File: src/rtl/dpram_init_pkg.sv
// Shared types for the dual-port RAM initiator: FSM state, registered
// command and response payloads, and the write-collision predicate.
package dpram_init_pkg;

  localparam int AW = 8;
  localparam int DW = 16;

  typedef enum logic [2:0] {
    S_IDLE,
    S_WR_ISSUE,
    S_RD_ISSUE,
    S_RD_CAPT,
    S_RD_RECOVER,
    S_RSP
  } state_t;

  typedef struct packed {
    logic          wr;
    logic [AW-1:0] addr_a;
    logic [AW-1:0] addr_b;
    logic [DW-1:0] wdata_a;
    logic [DW-1:0] wdata_b;
  } cmd_t;

  typedef struct packed {
    logic          err;
    logic [DW-1:0] rdata_a;
    logic [DW-1:0] rdata_b;
  } rsp_t;

  // Same address on both ports with different data would leave the RAM
  // content dependent on port priority.
  function automatic logic is_collision(cmd_t c);
    return c.wr && (c.addr_a == c.addr_b) && (c.wdata_a != c.wdata_b);
  endfunction

endpackage

File: src/rtl/dpram_initiator_if.sv
// Command/response handshake bundle between a requester (master) and the
// dual-port RAM initiator (slave).
interface dpram_initiator_if #(
  parameter int ADDR_WIDTH = 8,
  parameter int DATA_WIDTH = 16
);
  logic                  cmd_valid;
  logic                  cmd_ready;
  logic                  cmd_wr;
  logic [ADDR_WIDTH-1:0] cmd_addr_a;
  logic [ADDR_WIDTH-1:0] cmd_addr_b;
  logic [DATA_WIDTH-1:0] cmd_wdata_a;
  logic [DATA_WIDTH-1:0] cmd_wdata_b;
  logic                  rsp_valid;
  logic                  rsp_ready;
  logic [DATA_WIDTH-1:0] rsp_rdata_a;
  logic [DATA_WIDTH-1:0] rsp_rdata_b;
  logic                  rsp_err;

  modport master (
    output cmd_valid, cmd_wr, cmd_addr_a, cmd_addr_b, cmd_wdata_a, cmd_wdata_b,
    output rsp_ready,
    input  cmd_ready, rsp_valid, rsp_rdata_a, rsp_rdata_b, rsp_err
  );

  modport slave (
    input  cmd_valid, cmd_wr, cmd_addr_a, cmd_addr_b, cmd_wdata_a, cmd_wdata_b,
    input  rsp_ready,
    output cmd_ready, rsp_valid, rsp_rdata_a, rsp_rdata_b, rsp_err
  );
endinterface

File: src/rtl/dpram_rdy_timer.sv
// Counts cycles while enabled; pulses timeout_o in the cycle whose count
// reaches TIMEOUT. clr_i restarts the count from zero.
module dpram_rdy_timer #(
  parameter int TIMEOUT = 64
) (
  input  logic clk,
  input  logic rst,
  input  logic clr_i,
  input  logic en_i,
  output logic timeout_o
);
  localparam int CW = $clog2(TIMEOUT + 1);

  logic [CW-1:0] cnt_q, cnt_d;

  // Next count: clear wins, otherwise count up and saturate at TIMEOUT.
  always_comb begin
    cnt_d = cnt_q;
    if (clr_i)
      cnt_d = '0;
    else if (en_i && (cnt_q != CW'(TIMEOUT)))
      cnt_d = cnt_q + CW'(1);
  end

  // Count register.
  always_ff @(posedge clk) begin
    if (rst) cnt_q <= '0;
    else     cnt_q <= cnt_d;
  end

  assign timeout_o = en_i && (cnt_q == CW'(TIMEOUT - 1));
endmodule

File: src/rtl/dpram_initiator.sv
// Requester-side engine for the dual-port RAM sel/wr/ready interface.
// One command in flight; exactly one response per accepted command.
// Reads hold sel through the RAM's ready-low recovery cycle.
// Optional: DPRAM_INIT_COLLIDE_CHK_EN rejects writes that hit the same
// address on both ports with different data (error response, no RAM access).
//
// state        | meaning
// S_IDLE       | cmd_ready=1, waiting for a command
// S_WR_ISSUE   | sel=1 wr=1, waiting for ram_ready to commit
// S_RD_ISSUE   | sel=1 wr=0, waiting for ram_ready
// S_RD_CAPT    | sel held, rdata captured at the closing edge
// S_RD_RECOVER | sel=0, waiting for ram_ready to come back
// S_RSP        | rsp_valid=1 until rsp_ready
module dpram_initiator
  import dpram_init_pkg::*;
#(
  parameter int ADDR_WIDTH = AW,
  parameter int DATA_WIDTH = DW,
  parameter int TIMEOUT    = 64
) (
  input  logic                  clk,
  input  logic                  rst,
  dpram_initiator_if.slave      cmd_if,
  output logic                  ram_sel_o,
  output logic                  ram_wr_o,
  output logic [ADDR_WIDTH-1:0] ram_addr_a_o,
  output logic [ADDR_WIDTH-1:0] ram_addr_b_o,
  output logic [DATA_WIDTH-1:0] ram_wdata_a_o,
  output logic [DATA_WIDTH-1:0] ram_wdata_b_o,
  input  logic [DATA_WIDTH-1:0] ram_rdata_a_i,
  input  logic [DATA_WIDTH-1:0] ram_rdata_b_i,
  input  logic                  ram_ready_i
);
  state_t state_q, state_d;
  cmd_t   cmd_q, cmd_d, cmd_in;
  rsp_t   rsp_q, rsp_d;
  logic   collide;
  logic   tmr_clr, tmr_en, tmr_expired;

  assign cmd_in = '{wr:      cmd_if.cmd_wr,
                    addr_a:  cmd_if.cmd_addr_a,
                    addr_b:  cmd_if.cmd_addr_b,
                    wdata_a: cmd_if.cmd_wdata_a,
                    wdata_b: cmd_if.cmd_wdata_b};

`ifdef DPRAM_INIT_COLLIDE_CHK_EN
  assign collide = is_collision(cmd_in);
`else
  assign collide = 1'b0;
`endif

  // State, registered command and response payload.
  always_ff @(posedge clk) begin
    if (rst) begin
      state_q <= S_IDLE;
      cmd_q   <= '0;
      rsp_q   <= '0;
    end else begin
      state_q <= state_d;
      cmd_q   <= cmd_d;
      rsp_q   <= rsp_d;
    end
  end

  // Next-state logic and RAM control strobes.
  always_comb begin
    state_d          = state_q;
    cmd_d            = cmd_q;
    rsp_d            = rsp_q;
    ram_sel_o        = 1'b0;
    ram_wr_o         = 1'b0;
    tmr_en           = 1'b0;
    cmd_if.rsp_valid = 1'b0;
    case (state_q)
      S_IDLE: begin
        if (cmd_if.cmd_valid) begin
          cmd_d = cmd_in;
          rsp_d = '0;
          if (collide) begin
            rsp_d.err = 1'b1;
            state_d   = S_RSP;
          end else if (cmd_if.cmd_wr) begin
            state_d = S_WR_ISSUE;
          end else begin
            state_d = S_RD_ISSUE;
          end
        end
      end
      S_WR_ISSUE: begin
        ram_sel_o = 1'b1;
        ram_wr_o  = 1'b1;
        tmr_en    = !ram_ready_i;
        if (ram_ready_i) begin
          state_d = S_RSP;
        end else if (tmr_expired) begin
          rsp_d     = '0;
          rsp_d.err = 1'b1;
          state_d   = S_RSP;
        end
      end
      S_RD_ISSUE: begin
        ram_sel_o = 1'b1;
        tmr_en    = !ram_ready_i;
        if (ram_ready_i) begin
          state_d = S_RD_CAPT;
        end else if (tmr_expired) begin
          rsp_d     = '0;
          rsp_d.err = 1'b1;
          state_d   = S_RSP;
        end
      end
      S_RD_CAPT: begin
        ram_sel_o     = 1'b1;
        rsp_d.rdata_a = ram_rdata_a_i;
        rsp_d.rdata_b = ram_rdata_b_i;
        state_d       = S_RD_RECOVER;
      end
      S_RD_RECOVER: begin
        tmr_en = !ram_ready_i;
        if (ram_ready_i) begin
          state_d = S_RSP;
        end else if (tmr_expired) begin
          rsp_d     = '0;
          rsp_d.err = 1'b1;
          state_d   = S_RSP;
        end
      end
      S_RSP: begin
        cmd_if.rsp_valid = 1'b1;
        if (cmd_if.rsp_ready) state_d = S_IDLE;
      end
      default: state_d = S_IDLE;
    endcase
  end

  assign tmr_clr = (state_d != state_q);

  dpram_rdy_timer #(.TIMEOUT(TIMEOUT)) u_timer (
    .clk       (clk),
    .rst       (rst),
    .clr_i     (tmr_clr),
    .en_i      (tmr_en),
    .timeout_o (tmr_expired)
  );

  assign cmd_if.cmd_ready   = (state_q == S_IDLE) && !rst;
  assign cmd_if.rsp_rdata_a = rsp_q.rdata_a;
  assign cmd_if.rsp_rdata_b = rsp_q.rdata_b;
  assign cmd_if.rsp_err     = rsp_q.err;

  // RAM address/data come only from the registered command, parked at 0 in IDLE.
  assign ram_addr_a_o  = (state_q == S_IDLE) ? '0 : cmd_q.addr_a;
  assign ram_addr_b_o  = (state_q == S_IDLE) ? '0 : cmd_q.addr_b;
  assign ram_wdata_a_o = (state_q == S_IDLE) ? '0 : cmd_q.wdata_a;
  assign ram_wdata_b_o = (state_q == S_IDLE) ? '0 : cmd_q.wdata_b;
endmodule

File: src/flat_wrapper.sv
// flat-port wrapper written by rule: the top's interface ports become plain ports
module dpram_initiator_flat import dpram_init_pkg::*;
#(
  parameter int ADDR_WIDTH = AW,
  parameter int DATA_WIDTH = DW,
  parameter int TIMEOUT    = 64
)
  (clk, rst, ram_sel_o, ram_wr_o, ram_addr_a_o, ram_addr_b_o, ram_wdata_a_o, ram_wdata_b_o, ram_rdata_a_i, ram_rdata_b_i, ram_ready_i, cmd_if_cmd_valid, cmd_if_cmd_wr, cmd_if_cmd_addr_a, cmd_if_cmd_addr_b, cmd_if_cmd_wdata_a, cmd_if_cmd_wdata_b, cmd_if_rsp_ready, cmd_if_cmd_ready, cmd_if_rsp_valid, cmd_if_rsp_rdata_a, cmd_if_rsp_rdata_b, cmd_if_rsp_err);
  dpram_initiator_if #(.ADDR_WIDTH(ADDR_WIDTH), .DATA_WIDTH(DATA_WIDTH)) cmd_if_i ();
  input  logic clk;
  input  logic rst;
  output logic ram_sel_o;
  output logic ram_wr_o;
  output logic [ADDR_WIDTH-1:0] ram_addr_a_o;
  output logic [ADDR_WIDTH-1:0] ram_addr_b_o;
  output logic [DATA_WIDTH-1:0] ram_wdata_a_o;
  output logic [DATA_WIDTH-1:0] ram_wdata_b_o;
  input  logic [DATA_WIDTH-1:0] ram_rdata_a_i;
  input  logic [DATA_WIDTH-1:0] ram_rdata_b_i;
  input  logic ram_ready_i;
  input wire logic [$bits(cmd_if_i.cmd_valid)-1:0] cmd_if_cmd_valid;
  input wire logic [$bits(cmd_if_i.cmd_wr)-1:0] cmd_if_cmd_wr;
  input wire logic [$bits(cmd_if_i.cmd_addr_a)-1:0] cmd_if_cmd_addr_a;
  input wire logic [$bits(cmd_if_i.cmd_addr_b)-1:0] cmd_if_cmd_addr_b;
  input wire logic [$bits(cmd_if_i.cmd_wdata_a)-1:0] cmd_if_cmd_wdata_a;
  input wire logic [$bits(cmd_if_i.cmd_wdata_b)-1:0] cmd_if_cmd_wdata_b;
  input wire logic [$bits(cmd_if_i.rsp_ready)-1:0] cmd_if_rsp_ready;
  output wire logic [$bits(cmd_if_i.cmd_ready)-1:0] cmd_if_cmd_ready;
  output wire logic [$bits(cmd_if_i.rsp_valid)-1:0] cmd_if_rsp_valid;
  output wire logic [$bits(cmd_if_i.rsp_rdata_a)-1:0] cmd_if_rsp_rdata_a;
  output wire logic [$bits(cmd_if_i.rsp_rdata_b)-1:0] cmd_if_rsp_rdata_b;
  output wire logic [$bits(cmd_if_i.rsp_err)-1:0] cmd_if_rsp_err;
  assign cmd_if_i.cmd_valid = cmd_if_cmd_valid;
  assign cmd_if_i.cmd_wr = cmd_if_cmd_wr;
  assign cmd_if_i.cmd_addr_a = cmd_if_cmd_addr_a;
  assign cmd_if_i.cmd_addr_b = cmd_if_cmd_addr_b;
  assign cmd_if_i.cmd_wdata_a = cmd_if_cmd_wdata_a;
  assign cmd_if_i.cmd_wdata_b = cmd_if_cmd_wdata_b;
  assign cmd_if_i.rsp_ready = cmd_if_rsp_ready;
  assign cmd_if_cmd_ready = cmd_if_i.cmd_ready;
  assign cmd_if_rsp_valid = cmd_if_i.rsp_valid;
  assign cmd_if_rsp_rdata_a = cmd_if_i.rsp_rdata_a;
  assign cmd_if_rsp_rdata_b = cmd_if_i.rsp_rdata_b;
  assign cmd_if_rsp_err = cmd_if_i.rsp_err;
  dpram_initiator #(.ADDR_WIDTH(ADDR_WIDTH), .DATA_WIDTH(DATA_WIDTH), .TIMEOUT(TIMEOUT)) u_core (.clk(clk), .rst(rst), .cmd_if(cmd_if_i), .ram_sel_o(ram_sel_o), .ram_wr_o(ram_wr_o), .ram_addr_a_o(ram_addr_a_o), .ram_addr_b_o(ram_addr_b_o), .ram_wdata_a_o(ram_wdata_a_o), .ram_wdata_b_o(ram_wdata_b_o), .ram_rdata_a_i(ram_rdata_a_i), .ram_rdata_b_i(ram_rdata_b_i), .ram_ready_i(ram_ready_i));
endmodule
File: config.mk
export PLATFORM = sky130hd
export DESIGN_NAME = dpram_initiator_flat
export DESIGN_NICKNAME = d
export VERILOG_FILES = /design/src/rtl/dpram_init_pkg.sv /design/src/rtl/dpram_initiator_if.sv /design/src/rtl/dpram_rdy_timer.sv /design/src/rtl/dpram_initiator.sv /design/src/flat_wrapper.sv
export SDC_FILE = /design/constraint.sdc
export NUM_CORES = 1
export LEC_CHECK = 0
export CORE_ASPECT_RATIO = 1.2
export CORE_UTILIZATION = 44
export DETAILED_ROUTE_END_ITERATION = 7
export PLACE_DENSITY = 0.95
export SLEW_MARGIN = 20
export SYNTH_ARGS = -nofsm -noshare
export SYNTH_HDL_FRONTEND = slang
export SYNTH_SLANG_ARGS = --single-unit
File: constraint.sdc
create_clock -name clk -period 2.3 [get_ports clk]
set_input_delay 0.46 -clock clk [delete_from_list [all_inputs] [get_ports clk]]
set_output_delay 0.46 -clock clk [all_outputs]
set_load 0.02 [all_outputs]
==> metrics.md <==
| Metric | Value |
|---|---|
| Pre-CTS setup slack | `-0.0000377 ns` |
| Worst Slack Setup Final | `0.0524 ns` |
| Mean post-synth cell area | `8.61 um^2` |
| Final setup vio count | `0` |
| Max Freq | `445 MHz` |
| Pwr Total | `3.52 mW` |
| Leakage power | `2.37 nW` |
| Crit Path Class | `register to output pin` |
| Non-Filler Instances | `718` |
| Row count | `36` |
| Area delta synth->final | `54.2%` |
| Final core utilization | `69.9%` |
| R2r setup slk | `0.18 ns` |
| Synth Register Bits | `91` |
| Largest net degree at the start of global routing | `50` |
| Slew headroom | `50.8%` |
| Worst path cell trace | `buf_4 > inv_1 > and3_1 > clkdlybuf4s50_1` |
| Number of global-route vias before repair | `3621` |
| First-pass DRT Iterations | `4` |
| Final instance area | `5700 um^2` |
| Crit. Startpoint | `u_core.state_q[1]` |
| Core region area | `8150 um^2` |
| Top FF cell, synth | `dfxtp_1` |
| Final hold violations | `0` |
| Fin Hold WS | `0.454 ns` |
| CP Max Fanout | `14` |
| Htree depth | `3` |
| Final #Nets | `687` |
| DR iter-0 viols | `146` |
| WL per Instance | `14.9 um` |
| Ports | `171` |
| Placed cell count | `694` |
| Starting Density | `45.3%` |
| N_diodes | `0` |
| Sum Neg Setup Slack | `0 ns` |
| Period minus WS final | `2.25 ns` |
| Port buffer count | `170` |
| Synth Warn # | `0` |
| Post-DP Area | `5500 um^2` |
| Critical path's largest stage delay | `0.54 ns` |
| Post-synth EDFFs | `0` |
| Routed Wire Length | `10700 um` |
| Fin crit share | `97.7%` |
| Data arrival, critical path | `1.79 ns` |
| Critical path depth | `4` |
| Top cells by area, synth | `dfxtp_1 (49%), nand2_1 (10%), a21oi_1 (8.4%)` |
| Gpl congestion | `0.834` |
| Routed Antenna Nets | `0` |
| Post-cts hold buffer count | `0` |
| Register area share after synthesis | `49.3%` |
| CP max-delay cell | `clkdlybuf4s50_1` |
| Worst setup EP type | `output pin` |
| R2r startpoint | `u_core.state_q[0]` |
| Synth cell types | `39` |
| GR Util All Layers | `24.4%` |
| Total power per unit cell area | `618 nW/um^2` |
| Gr ovfl total | `0` |
| Die area | `8770 um^2` |
| Antenna violations before repair | `0` |
| Worst path required time | `1.84 ns` |
| Reg2Reg Depth | `5` |
| CTS tree | `yes` |
| CP endpoint | `cmd_if_rsp_valid` |
| Num CTS Buffers | `9` |
| DRC | `0` |
| Async set-reset flop share out of synthesis | `0%` |
| Most common cell after layout, fill and taps aside | `clkdlybuf4s50_1` |
| Vias per cell | `5.12` |
| Synthesized area | `3690 um^2` |
| RSZ-0062 raised after global routing | `false` |
| Syn_nets | `517` |
| Clock Tree Root | `clkbuf_8` |
| Synth top area share | `49.3%` |
| Number of fill cells | `651` |
| Max-slew violation count | `0` |
| Post-Syn Instances | `429` |
| Most frequent cells in the layout | `clkdlybuf4s50_1 (118), nand2_1 (100), dfxtp_1 (88)` |
| Delay-heaviest family, CP | `buffers and inverters` |
| Worst Skew | `0.0122 ns` |
| Clk pin slew, worst setup/hold paths | `0.08 ns` |
| CP Launch Type | `register` |
| Largest area contributor in the netlist | `dfxtp_1` |
| Sink Count | `91` |
| Hold Path Class | `register to register` |
| Status | `finished clean` |
| Die width | `85.6 um` |
| Worst vdd ir | `0.000422 V` |
| First-pass GRT wire length | `16900 um` |
| Max_cap viols | `0` |
| DR vias | `3674` |
| Clk_lat worst skew | `0.36 ns` |
| Hpwl dp | `7380 um` |
| Worst-Margin Slew | `0.738 ns` |
| Die height | `102 um` |
| Layout cells sized above 1 | `8.28%` |
| Buffer and inverter count on the worst path | `3` |
| Reg2reg end | `u_core.cmd_if.rsp_rdata_b[3]` |
| Longest Clk Path Bufs | `2` |
[cells in the mapped netlist, types with 2 or more instances]
library cell  number
buf_6              5
a21oi_1           62
a22o_1            32
nand2_1          100
ha_1               2
or3b_1             2
o21ai_0            7
nor3_1             3
nand3_1            5
or3_1              2
nand3b_1           4
dfxtp_1           91
inv_1              6
buf_2              5
clkbuf_1          24
and2_1            48
o21ai_1            2
or4_1              3
o31ai_1            2
nor2_1             5
[timing repair]
action                     in CTS  in global routing
setup endpoints to repair      49                  3
setup buffers                   2                  3
cloned                          3                  0
resized for setup              56                  1
pin swaps                       3                  1
[kinds of logic (layout without fill, tap and decap cells)]
group	after synthesis	after routing	synth area share [%]
AO/OA/AOI/OAI	114	114	20.2
XOR/XNOR	1	1	0.237
adder cells (fa/ha/maj)	2	2	0.677
buffers and inverters	40	212	5.25
flip-flops	91	91	49.3
AND/OR/NAND/NOR	181	184	24.3
[final cells by class]
class,count,area (um^2),share of cell area (%)
Clock buffer,11,141,2.48
Clock inverter,5,38.8,0.681
Inverter,6,22.5,0.395
Multi-Input combinational cell,301,1730,30.3
Sequential cell,91,1830,32.1
Tap cell,114,143,2.50
Timing Repair Buffer,190,1800,31.6
[layer usage]
layer	track usage (%)	share of wire, %	up-vias
met5	0	0	-
met4	11.4	2.6	0
met3	5.90	6.9	20
met2	43.5	52	146
met1	27.7	39	1711
li1	-	-	1797
[worst min path at each step]
stage                           from               end  cells after the start
floorplan            u_core.cmd_q[0]   u_core.cmd_q[0]                      2
global placement    u_core.cmd_q[39]  u_core.cmd_q[39]                      2
detailed placement   u_core.cmd_q[6]   u_core.cmd_q[6]                      2
CTS                  u_core.cmd_q[6]   u_core.cmd_q[6]                      2
global route        u_core.cmd_q[14]  u_core.cmd_q[14]                      2
finish              u_core.cmd_q[34]  u_core.cmd_q[34]                      2
[worst register-to-register path, delay by kind of cell, from the launching register on]
family	cells	cell delay [ns]
compound gates	2	0.77
simple gates	1	0.48
buf+inv	2	0.46
flops	1	0.36
[registers in the layout, indices dropped and copies added (netlist names)]
register and cells:
u_core.cmd_if.rsp_err 1, u_core.cmd_if.rsp_rdata_a 16, u_core.cmd_if.rsp_rdata_b 16, u_core.cmd_q 48, u_core.state_q 3, u_core.u_timer.cnt_q 7
[report_power, final]
part / leakage [nW] / internal (mW) / total, mW / switching, mW
combinational: 1.55 / 0.382 / 0.824 / 0.442
sequential: 0.742 / 1.66 / 1.71 / 0.0463
clock: 0.0778 / 0.424 / 0.984 / 0.560
Power figures use the tool's default switching activity.
